==> src/rtl/rc4_ctrl_pkg.sv <==
// Shared types and default widths for the RC4 session controller.
package rc4_ctrl_pkg;

    localparam int unsigned N_DEF     = 8;
    localparam int unsigned LEN_W_DEF = 16;

    typedef enum logic [2:0] {
        IDLE,
        KS_RESET,
        INIT_WAIT,
        DROP,
        STREAM,
        DONE
    } state_t;

    // Larger of two sizes, used to dimension shared counters.
    function automatic int unsigned umax(input int unsigned a, input int unsigned b);
        return (a > b) ? a : b;
    endfunction

endpackage

==> src/rtl/rc4_ks_buf.sv <==
// One-entry keystream skid buffer between the rc4 core and the XOR datapath.
// Requests a new byte only when empty or being consumed in the same cycle.
module rc4_ks_buf
    import rc4_ctrl_pkg::*;
#(
    parameter int unsigned N = N_DEF
) (
    input  logic         clk,
    input  logic         rst,
    input  logic         clear,
    input  logic         req_en,
    input  logic         consume,
    input  logic         ks_valid,
    input  logic [N-1:0] ks_byte,
    output logic         ks_req,
    output logic         buf_valid,
    output logic [N-1:0] buf_byte
);

    logic load;

    // A ks_valid without a matching request never overwrites the held byte.
    assign ks_req = req_en & (~buf_valid | consume);
    assign load   = ks_req & ks_valid;

    always_ff @(posedge clk) begin
        if (rst || clear) begin
            buf_valid <= 1'b0;
            buf_byte  <= '0;
        end else if (load) begin
            buf_valid <= 1'b1;
            buf_byte  <= ks_byte;
        end else if (consume) begin
            buf_valid <= 1'b0;
        end
    end

endmodule

==> src/rtl/rc4_session_ctrl.sv <==
// Per-session sequencer for an external rc4 core: latches key, resets the core,
// waits for KSA completion, then XORs message bytes with keystream under valid/ready.
// Define RC4_DROP_EN to discard the first DROP_COUNT keystream bytes of each session.
module rc4_session_ctrl
    import rc4_ctrl_pkg::*;
#(
    parameter int unsigned N            = N_DEF,
    parameter int unsigned LEN_W        = LEN_W_DEF,
    parameter int unsigned RST_CYCLES   = 2,
    parameter int unsigned INIT_TIMEOUT = 1024,
    parameter int unsigned DROP_COUNT   = 256
) (
    input  logic             clk,
    input  logic             rst,
    input  logic             start,
    input  logic             abort,
    input  logic [N-1:0]     key_in,
    input  logic [LEN_W-1:0] msg_len,
    input  logic             in_valid,
    input  logic [N-1:0]     in_data,
    output logic             in_ready,
    output logic             out_valid,
    output logic [N-1:0]     out_data,
    input  logic             out_ready,
    output logic             ks_rst,
    output logic [N-1:0]     ks_password,
    output logic             ks_req,
    input  logic             ks_init_done,
    input  logic             ks_valid,
    input  logic [N-1:0]     ks_byte,
    output logic             busy,
    output logic             done,
    output logic             err,
    output logic [LEN_W-1:0] byte_cnt
);

    localparam int unsigned CNT_MAX = umax(umax(RST_CYCLES, INIT_TIMEOUT), DROP_COUNT);
    localparam int unsigned CNT_W   = $clog2(CNT_MAX + 1);

`ifdef RC4_DROP_EN
    localparam state_t POST_INIT = DROP;
`else
    localparam state_t POST_INIT = STREAM;
`endif

    state_t             state;
    state_t             state_n;
    logic [CNT_W-1:0]   cnt;
    logic               cnt_inc;
    logic               cnt_clr;
    logic               err_n;
    logic [LEN_W-1:0]   len_q;
    logic [LEN_W-1:0]   acc_cnt;
    logic               start_acc;
    logic               take_ok;
    logic               fire;
    logic               out_hs;
    logic               req_en;
    logic               consume;
    logic               buf_clear;
    logic               buf_valid;
    logic [N-1:0]       buf_byte;

    assign start_acc = (state == IDLE) & start & ~abort;
    assign out_hs    = out_valid & out_ready;

    // Input acceptance: keystream ready, output slot free, message not exhausted.
    assign take_ok  = (state == STREAM) & buf_valid & (~out_valid | out_ready) & (acc_cnt < len_q);
    assign in_ready = take_ok;
    assign fire     = take_ok & in_valid;

    assign req_en    = (state == STREAM) | (state == DROP);
    assign consume   = (state == DROP) ? buf_valid : fire;
    assign buf_clear = abort | ~req_en;

    rc4_ks_buf #(
        .N (N)
    ) u_ks_buf (
        .clk       (clk),
        .rst       (rst),
        .clear     (buf_clear),
        .req_en    (req_en),
        .consume   (consume),
        .ks_valid  (ks_valid),
        .ks_byte   (ks_byte),
        .ks_req    (ks_req),
        .buf_valid (buf_valid),
        .buf_byte  (buf_byte)
    );

    always_ff @(posedge clk) begin
        if (rst) begin
            state <= IDLE;
        end else begin
            state <= state_n;
        end
    end

    // Next-state logic; cnt is a shared per-state timer cleared on every transition.
    always_comb begin
        state_n = state;
        cnt_inc = 1'b0;
        err_n   = 1'b0;
        case (state)
            IDLE: begin
                if (start_acc) begin
                    state_n = (msg_len == '0) ? DONE : KS_RESET;
                end
            end
            KS_RESET: begin
                if (cnt == CNT_W'(RST_CYCLES - 1)) begin
                    state_n = INIT_WAIT;
                end else begin
                    cnt_inc = 1'b1;
                end
            end
            INIT_WAIT: begin
                if (ks_init_done) begin
                    state_n = POST_INIT;
                end else if (cnt == CNT_W'(INIT_TIMEOUT - 1)) begin
                    state_n = IDLE;
                    err_n   = 1'b1;
                end else begin
                    cnt_inc = 1'b1;
                end
            end
`ifdef RC4_DROP_EN
            DROP: begin
                if (buf_valid) begin
                    if (cnt == CNT_W'(DROP_COUNT - 1)) begin
                        state_n = STREAM;
                    end else begin
                        cnt_inc = 1'b1;
                    end
                end
            end
`endif
            STREAM: begin
                if (out_hs && (byte_cnt == len_q - LEN_W'(1))) begin
                    state_n = DONE;
                end
            end
            DONE: begin
                state_n = IDLE;
            end
            default: begin
                state_n = IDLE;
            end
        endcase
        if (abort) begin
            state_n = IDLE;
            err_n   = 1'b0;
        end
    end

    assign cnt_clr = (state_n != state);

    always_ff @(posedge clk) begin
        if (rst || cnt_clr) begin
            cnt <= '0;
        end else if (cnt_inc) begin
            cnt <= cnt + CNT_W'(1);
        end
    end

    // Session parameters and byte counters.
    always_ff @(posedge clk) begin
        if (rst) begin
            ks_password <= '0;
            len_q       <= '0;
            acc_cnt     <= '0;
            byte_cnt    <= '0;
        end else if (start_acc) begin
            ks_password <= key_in;
            len_q       <= msg_len;
            acc_cnt     <= '0;
            byte_cnt    <= '0;
        end else begin
            if (fire) begin
                acc_cnt <= acc_cnt + LEN_W'(1);
            end
            if ((state == STREAM) && out_hs) begin
                byte_cnt <= byte_cnt + LEN_W'(1);
            end
        end
    end

    always_ff @(posedge clk) begin
        if (rst) begin
            out_valid <= 1'b0;
            out_data  <= '0;
        end else if (abort) begin
            out_valid <= 1'b0;
        end else if (fire) begin
            out_valid <= 1'b1;
            out_data  <= in_data ^ buf_byte;
        end else if (out_ready) begin
            out_valid <= 1'b0;
        end
    end

    // Status outputs registered from the next state; a zero-length session keeps the core in reset.
    always_ff @(posedge clk) begin
        if (rst) begin
            ks_rst <= 1'b1;
            busy   <= 1'b0;
            done   <= 1'b0;
            err    <= 1'b0;
        end else begin
            ks_rst <= (state_n == IDLE) || (state_n == KS_RESET)
                      || ((state_n == DONE) && (state == IDLE));
            busy   <= (state_n != IDLE);
            done   <= (state_n == DONE);
            err    <= err_n;
        end
    end

endmodule

==> config.mk <==
export PLATFORM = sky130hd
export DESIGN_NAME = rc4_session_ctrl
export DESIGN_NICKNAME = d
export VERILOG_FILES = /design/src/rtl/rc4_ctrl_pkg.sv /design/src/rtl/rc4_ks_buf.sv /design/src/rtl/rc4_session_ctrl.sv
export SDC_FILE = /design/constraint.sdc
export NUM_CORES = 1
export LEC_CHECK = 0
export CAP_MARGIN = 20
export CORE_ASPECT_RATIO = 1.2
export CORE_MARGIN = 1.5
export CORE_UTILIZATION = 45
export DETAILED_ROUTE_END_ITERATION = 8
export PLACE_DENSITY = 0.75
export SETUP_SLACK_MARGIN = 0.1
export SYNTH_ARGS = -nofsm -noshare
export SYNTH_HDL_FRONTEND = slang
export SYNTH_HIERARCHICAL = 1
export SYNTH_SLANG_ARGS = --single-unit
==> constraint.sdc <==
create_clock -name clk -period 3 [get_ports clk]
set_input_delay 0.6 -clock clk [delete_from_list [all_inputs] [get_ports clk]]
set_output_delay 0.6 -clock clk [all_outputs]
set_load 0.01 [all_outputs]
# [Word level (Yosys, flattened, before mapping)]
# Cells that the tools add are included.
[word_totals] register_bits=92 in_bits=48 wordCells=83
[classes] n_addsub=4 n_lt_le_gt_ge=1 n_eq_ne=10 muxes=18 bitwise=19 n_reduce_logical=17
[ops] op="$add A16 B1 Y16 const B" n=2
[ops] op="$mux W3" n=7
[ops] op="$eq A16 B16 Y1" n=1
[ops] op="$logic_not A16 Y1" n=1
[ops] op="$lt A16 B16 Y1" n=1
[ops] op="$sub A16 B1 Y16 const B" n=1
[ops] op="$pmux W3 S4" n=1
[ops] op="$add A11 B1 Y11 const B" n=1
[ops] op="$eq A11 B1 Y1 const B" n=1
[ops] op="$eq A11 B10 Y1 const B" n=1
[ops] op="$and A1 B1 Y1" n=9
[ops] op="$mux W1" n=9
[ops] op="$xor A8 B8 Y8" n=1
[ops] op="$eq A3 B1 Y1 const B" n=2
[ops] op="$eq A3 B2 Y1 const B" n=2
[ops] op="$eq A3 B3 Y1 const B" n=2
[ops] op="$logic_not A3 Y1" n=2
[ops] op="$not A1 Y1" n=5
[ops] op="$logic_or A1 B1 Y1" n=4
[ops] op="$or A1 B1 Y1" n=4
[ops] op="$reduce_bool A2 Y1" n=2
[ops] op="$reduce_or A2 Y1" n=2
[ops] op="$reduce_or A4 Y1" n=1
[ops] op="$logic_and A1 B1 Y1" n=3
[ops] op="4 further kinds" n=4

# [Logic depth before layout (Yosys ltp)]
# Gate-level depths: netlist of run 1.
[depth] ltp_word=10 mapped_depth=14 depth_no_buf=12

# [Modules after synthesis]
# The synthesis of run 1 kept the hierarchy.
[modules_own_cells] mod="rc4_session_ctrl" instances=1 cells_each=618 area_each_um2=4897.2 seq_area_each_um2=1661.6
[modules_own_cells] mod="rc4_ks_buf" instances=1 cells_each=43 area_each_um2=419.2 seq_area_each_um2=180.2

# [Worst setup path before layout of run 1]
# Ideal clock, no wire load.
[synth_path] kind="flip-flop to output port" startpoint="register len_q[9]" endpoint="output port ks_req" arrival_time_ps=2522 path_slack_ps=-122 path_stages_with_launch=14 cell_sequence="dfxtp_1 > clkbuf_1 > inv_1 > ha_1 > a21o_1 > a21o_1 > a211oi_1 > o211ai_1 > a21oi_1 > nand2_1 > nand2_1 > nand2b_1 > buf_2 > and2_1"
[synth_between] elab_chain_cells=6
[synth_rtl] element="start, declared" line="rc4_session_ctrl.sv:52" text="logic [LEN_W-1:0] len_q;"
[synth_rtl] element="start signal, assigned" line="rc4_session_ctrl.sv:175" text="len_q <= msg_len;"
[synth_rtl] element="$lt A16 B16 Y1" line="rc4_session_ctrl.sv:68" text="assign take_ok = (state == STREAM) & buf_valid & (~out_valid | out_ready) & (acc_cnt < len_q);"
[synth_rtl] element="$and A1 B1 Y1" line="rc4_session_ctrl.sv:68"
[synth_rtl] element="net in_ready" line="rc4_session_ctrl.sv:21" text="output logic in_ready,"
[synth_rtl] element="$and A1 B1 Y1" line="rc4_session_ctrl.sv:70" text="assign fire = take_ok & in_valid;"
[synth_rtl] element="$mux W1" line="rc4_session_ctrl.sv:73" text="assign consume = (state == DROP) ? buf_valid : fire;"
[synth_rtl] element="net consume" line="rc4_session_ctrl.sv:59" text="logic consume;"
[synth_rtl] element="$or A1 B1 Y1" line="rc4_ks_buf.sv:23" text="assign ks_req = req_en & (~buf_valid | consume);"
[synth_rtl] element="$and A1 B1 Y1" line="rc4_ks_buf.sv:23"
[synth_rtl] element="end, declared" line="rc4_session_ctrl.sv:27" text="output logic ks_req,"
# The timed path passes the listed nets, and every way through them passes these cells.

# [Worst setup path after layout of run 1]
[layout_path] startpoint="register len_q[9]" endpoint="output port ks_req"
[layout_between] elab_chain_cells=6
[layout_rtl] element="$lt A16 B16 Y1" line="rc4_session_ctrl.sv:68"
[layout_rtl] element="$and A1 B1 Y1" line="rc4_session_ctrl.sv:68"
[layout_rtl] element="$and A1 B1 Y1" line="rc4_session_ctrl.sv:70"
[layout_rtl] element="$mux W1" line="rc4_session_ctrl.sv:73"
[layout_rtl] element="net consume" line="rc4_session_ctrl.sv:59"
[layout_rtl] element="$or A1 B1 Y1" line="rc4_ks_buf.sv:23"
[layout_rtl] element="$and A1 B1 Y1" line="rc4_ks_buf.sv:23"
# The timed path passes the listed nets, and every way through them passes these cells.

==> run summary, run 1 <==
status: finished, final reports clean
CP required: 2.40 ns
RSZ-0062 raised after global routing: yes
top cells by area, synth: dfxtp_1 35%, nand2_1 6.5%, xnor2_1 5.8%
Synth top area share: 34.6%
Fin. Hold Viols: 0
Layout area overhead: 30.2%
core area: 0.0115 sq mm
setup TNS: 0 ns
Num Clock Sinks: 92
maxcap violations: 0
Sw Ratio: 26.9%
post-detail-place hpwl: 10.1 mm
Syn Area/Cell: 8.04 sq um
num ports: 87
WL final: 13.4 mm
Slew Limit Fails: 0
num rows: 43
total CTS buffers: 9
vias in the first global route: 4841
Routed Antenna Nets: 0
post-synthesis cell count: 661
register area share after synthesis: 34.6%
Clock Power Share: 40.5%
FILL cells: 1057
fin crit period: 2.90 ns
fin nets: 837
first-pass GRT wire length: 21.8 mm
PnR worst setup slack: 0.104 ns
dpl ws: -0.380 ns
Synth warnings: 6
largest net degree at the start of global routing: 52
flops & latches, synth: 92
final setup vio count: 0
CP Launch Type: register
final RePlAce weighted congestion: 0.921
Pint: 0.00201 W
TritonRoute pass-1 iters: 7
CTS tree: built
initial antenna violation count: 0
Mapped Area: 0.00532 sq mm
1st-iter DRT viols: 235
die height: 122 um
Max Clock Skew: 0.00721 ns
Clock Latency Late Sink: 0.35 ns
CP Data Arrival Time: 2.30 ns
worst-path fanout max: 2
Via Count: 5076
clk root buf: clkbuf_16
clk buf depth: 2
combinational power share: 14.0%
Max VDD drop: 0.274 mV
area leader, netlist: dfxtp_1
asr flop ratio synth: 0%
Avg Vias per Cell: 5.45
P_leak: 2.54 nW
DRC viols: 0
Seq pwr share: 45.5%
H-tree levels: 3
WL/cell: 14.4 um
syn nets: 729
number of port buffers: 86
Final Cycle Share: 96.5%
gr usage total: 22.0%
EDFF count, synth: 0
Die Width: 102 um
GRT overflow: 0
die area: 0.0125 sq mm
power per cell area: 396 mW/mm^2
antenna cells: 0
crit path capture type: output pin
fraction of layout cells with a size suffix above 1: 13.3%
Slew HR: 59.0%
Fmax: 345 MHz
Clock transition at path regs: 0.07 ns
Least-Margin Pin Slew: 0.613 ns
Hold WC Path Type: reg2reg
P_sw: 0.000736 W
Synth cell types: 63
main flop type after synthesis: dfxtp_1
Starting Density: 46.2%
Hold Slack: 0.458 ns
Crit Path Class: reg2out
-- cells in the mapped netlist (all sizes together) (4+ instances only) --
library cell and count:
a21o 7, nand2 92, and2 5, a2111oi 5, buf 11, xnor2 35
nor2 61, dfxtp 92, and3 4, or3 20, xor2 17, nor3 19
nand4 12, o21ai 20, a21oi 47, a211oi 23, nand3 30, nand2b 4
a31o 5, mux2i 19, clkbuf 25, ha 20, inv 30, nor4 15
-- power by group through the flow --
stage	Sequential [W]	Clock (W)	Combinational, W
finish	0.00125	0.00111	0.000384
global route	0.00125	0.00118	0.000419
CTS	0.00125	0.00113	0.000378
detailed placement	0.00128	0	0.000373
global placement	0.00128	0	0.000364
floorplan	0.00128	0	0.000215
-- registers in the layout (all words and copies together), names as in the netlist, 3 cells and up --
register and cells:
len_q 16, ks_password 8, state 3, byte_cnt 16, u_ks_buf/buf_byte 8, cnt 11
acc_cnt 16, out_data 8
-- area by class of cell --
cell class	count	area [sq um]	share of cell area, %
Sequential cell	92	1840	26.6
Tap cell	157	196	2.84
Clock inverter	7	63.8	0.922
Timing Repair Buffer	133	1220	17.6
Inverter	30	113	1.63
Multi-Input combinational cell	503	3260	47.1
Clock buffer	9	225	3.25
-- through the flow --
stage,area [sq um],std cells,utilization [%],total power (W)
after floorplan,5340,661,-,0.00149
after global placement,6520,910,56.6,0.00164
after detailed placement,6520,910,56.6,0.00165
after CTS,6870,929,59.7,0.00276
after global routing,6920,931,60.1,0.00285
final,6920,931,60.1,0.00274
-- cell usage in the layout (no fill, tap or decap), types with 5 or more instances in the layout --
master            n
o21ai_1          11
nand4_1          12
clkbuf_16         9
a31o_2            5
buf_4            46
or3_1            20
dfxtp_1          90
inv_1            30
xor2_1           17
nand2_1          92
nor2_1           61
o21ai_0           9
a211oi_1         13
a21oi_1          45
a211oi_2         10
nor3_1           17
xnor2_1          35
nor4_1           12
nand3_1          30
clkdlybuf4s50_1  82
mux2i_1          19
a21o_1            7
ha_1             18
-- timing repair --
action                     4_1_cts  5_1_grt
setup endpoints to repair        6       16
resized for setup               13        7
hold endpoints to repair         0        0
setup buffers                    3        2
hold buffers                     0        0
pin swaps                        5        4
-- worst max-delay path, stage by stage, from the launching register on --
cell and delay, ns:
dfxtp_2 0.32, inv_1 0.08, ha_4 0.20, a21o_1 0.17, a21o_1 0.18, a211oi_2 0.19, o211ai_1 0.14, a21oi_2 0.17
nand2_1 0.08, nand2_1 0.08, nand2b_4 0.12, and2_4 0.14, buf_6 0.09
-- cell families after synthesis --
family | share of synthesized area [%]
xor gates and xnor gates | 8.57
AOI/OAI and AO/OA | 16.8
and+or+nand+nor | 25.9
buffers and inverters | 5.39
DFF | 34.6
adders and majority gates | 4.71
muxes | 4.00
-- layer usage --
layer / up-vias / global-route usage, % / wire (um) / part of all wire, %
met5: - / 0 / 0 / 0
met4: 0 / 7.96 / 266 / 2.0
met3: 24 / 4.19 / 666 / 5.0
met2: 144 / 37.7 / 6580 / 49
met1: 2368 / 27.3 / 5850 / 44
li1: 2540 / - / - / -
-- path summary, 6_finish.rpt --
kind                                     from                     endpoint  cells past startpoint  slack [ns]
setup / recovery        len_q[9]$_SDFFE_PP0P_                       ks_req                     12        0.10
hold / removal    ks_password[6]$_SDFFE_PP0P_  ks_password[6]$_SDFFE_PP0P_                      2        0.46
setup reg to reg        len_q[0]$_SDFFE_PP0P_          cnt[5]$_SDFFE_PP0P_                     11        0.27
hold reg to reg   ks_password[6]$_SDFFE_PP0P_  ks_password[6]$_SDFFE_PP0P_                      2        0.46
Note: power is estimated with default switching activity, not from simulation.
==> inputs of run 2 (changes only) <==
CAP_MARGIN = 40   (was 20)
==> results of run 2 <==
No change in the layout: final DEF, timing and power equal those of run 1.
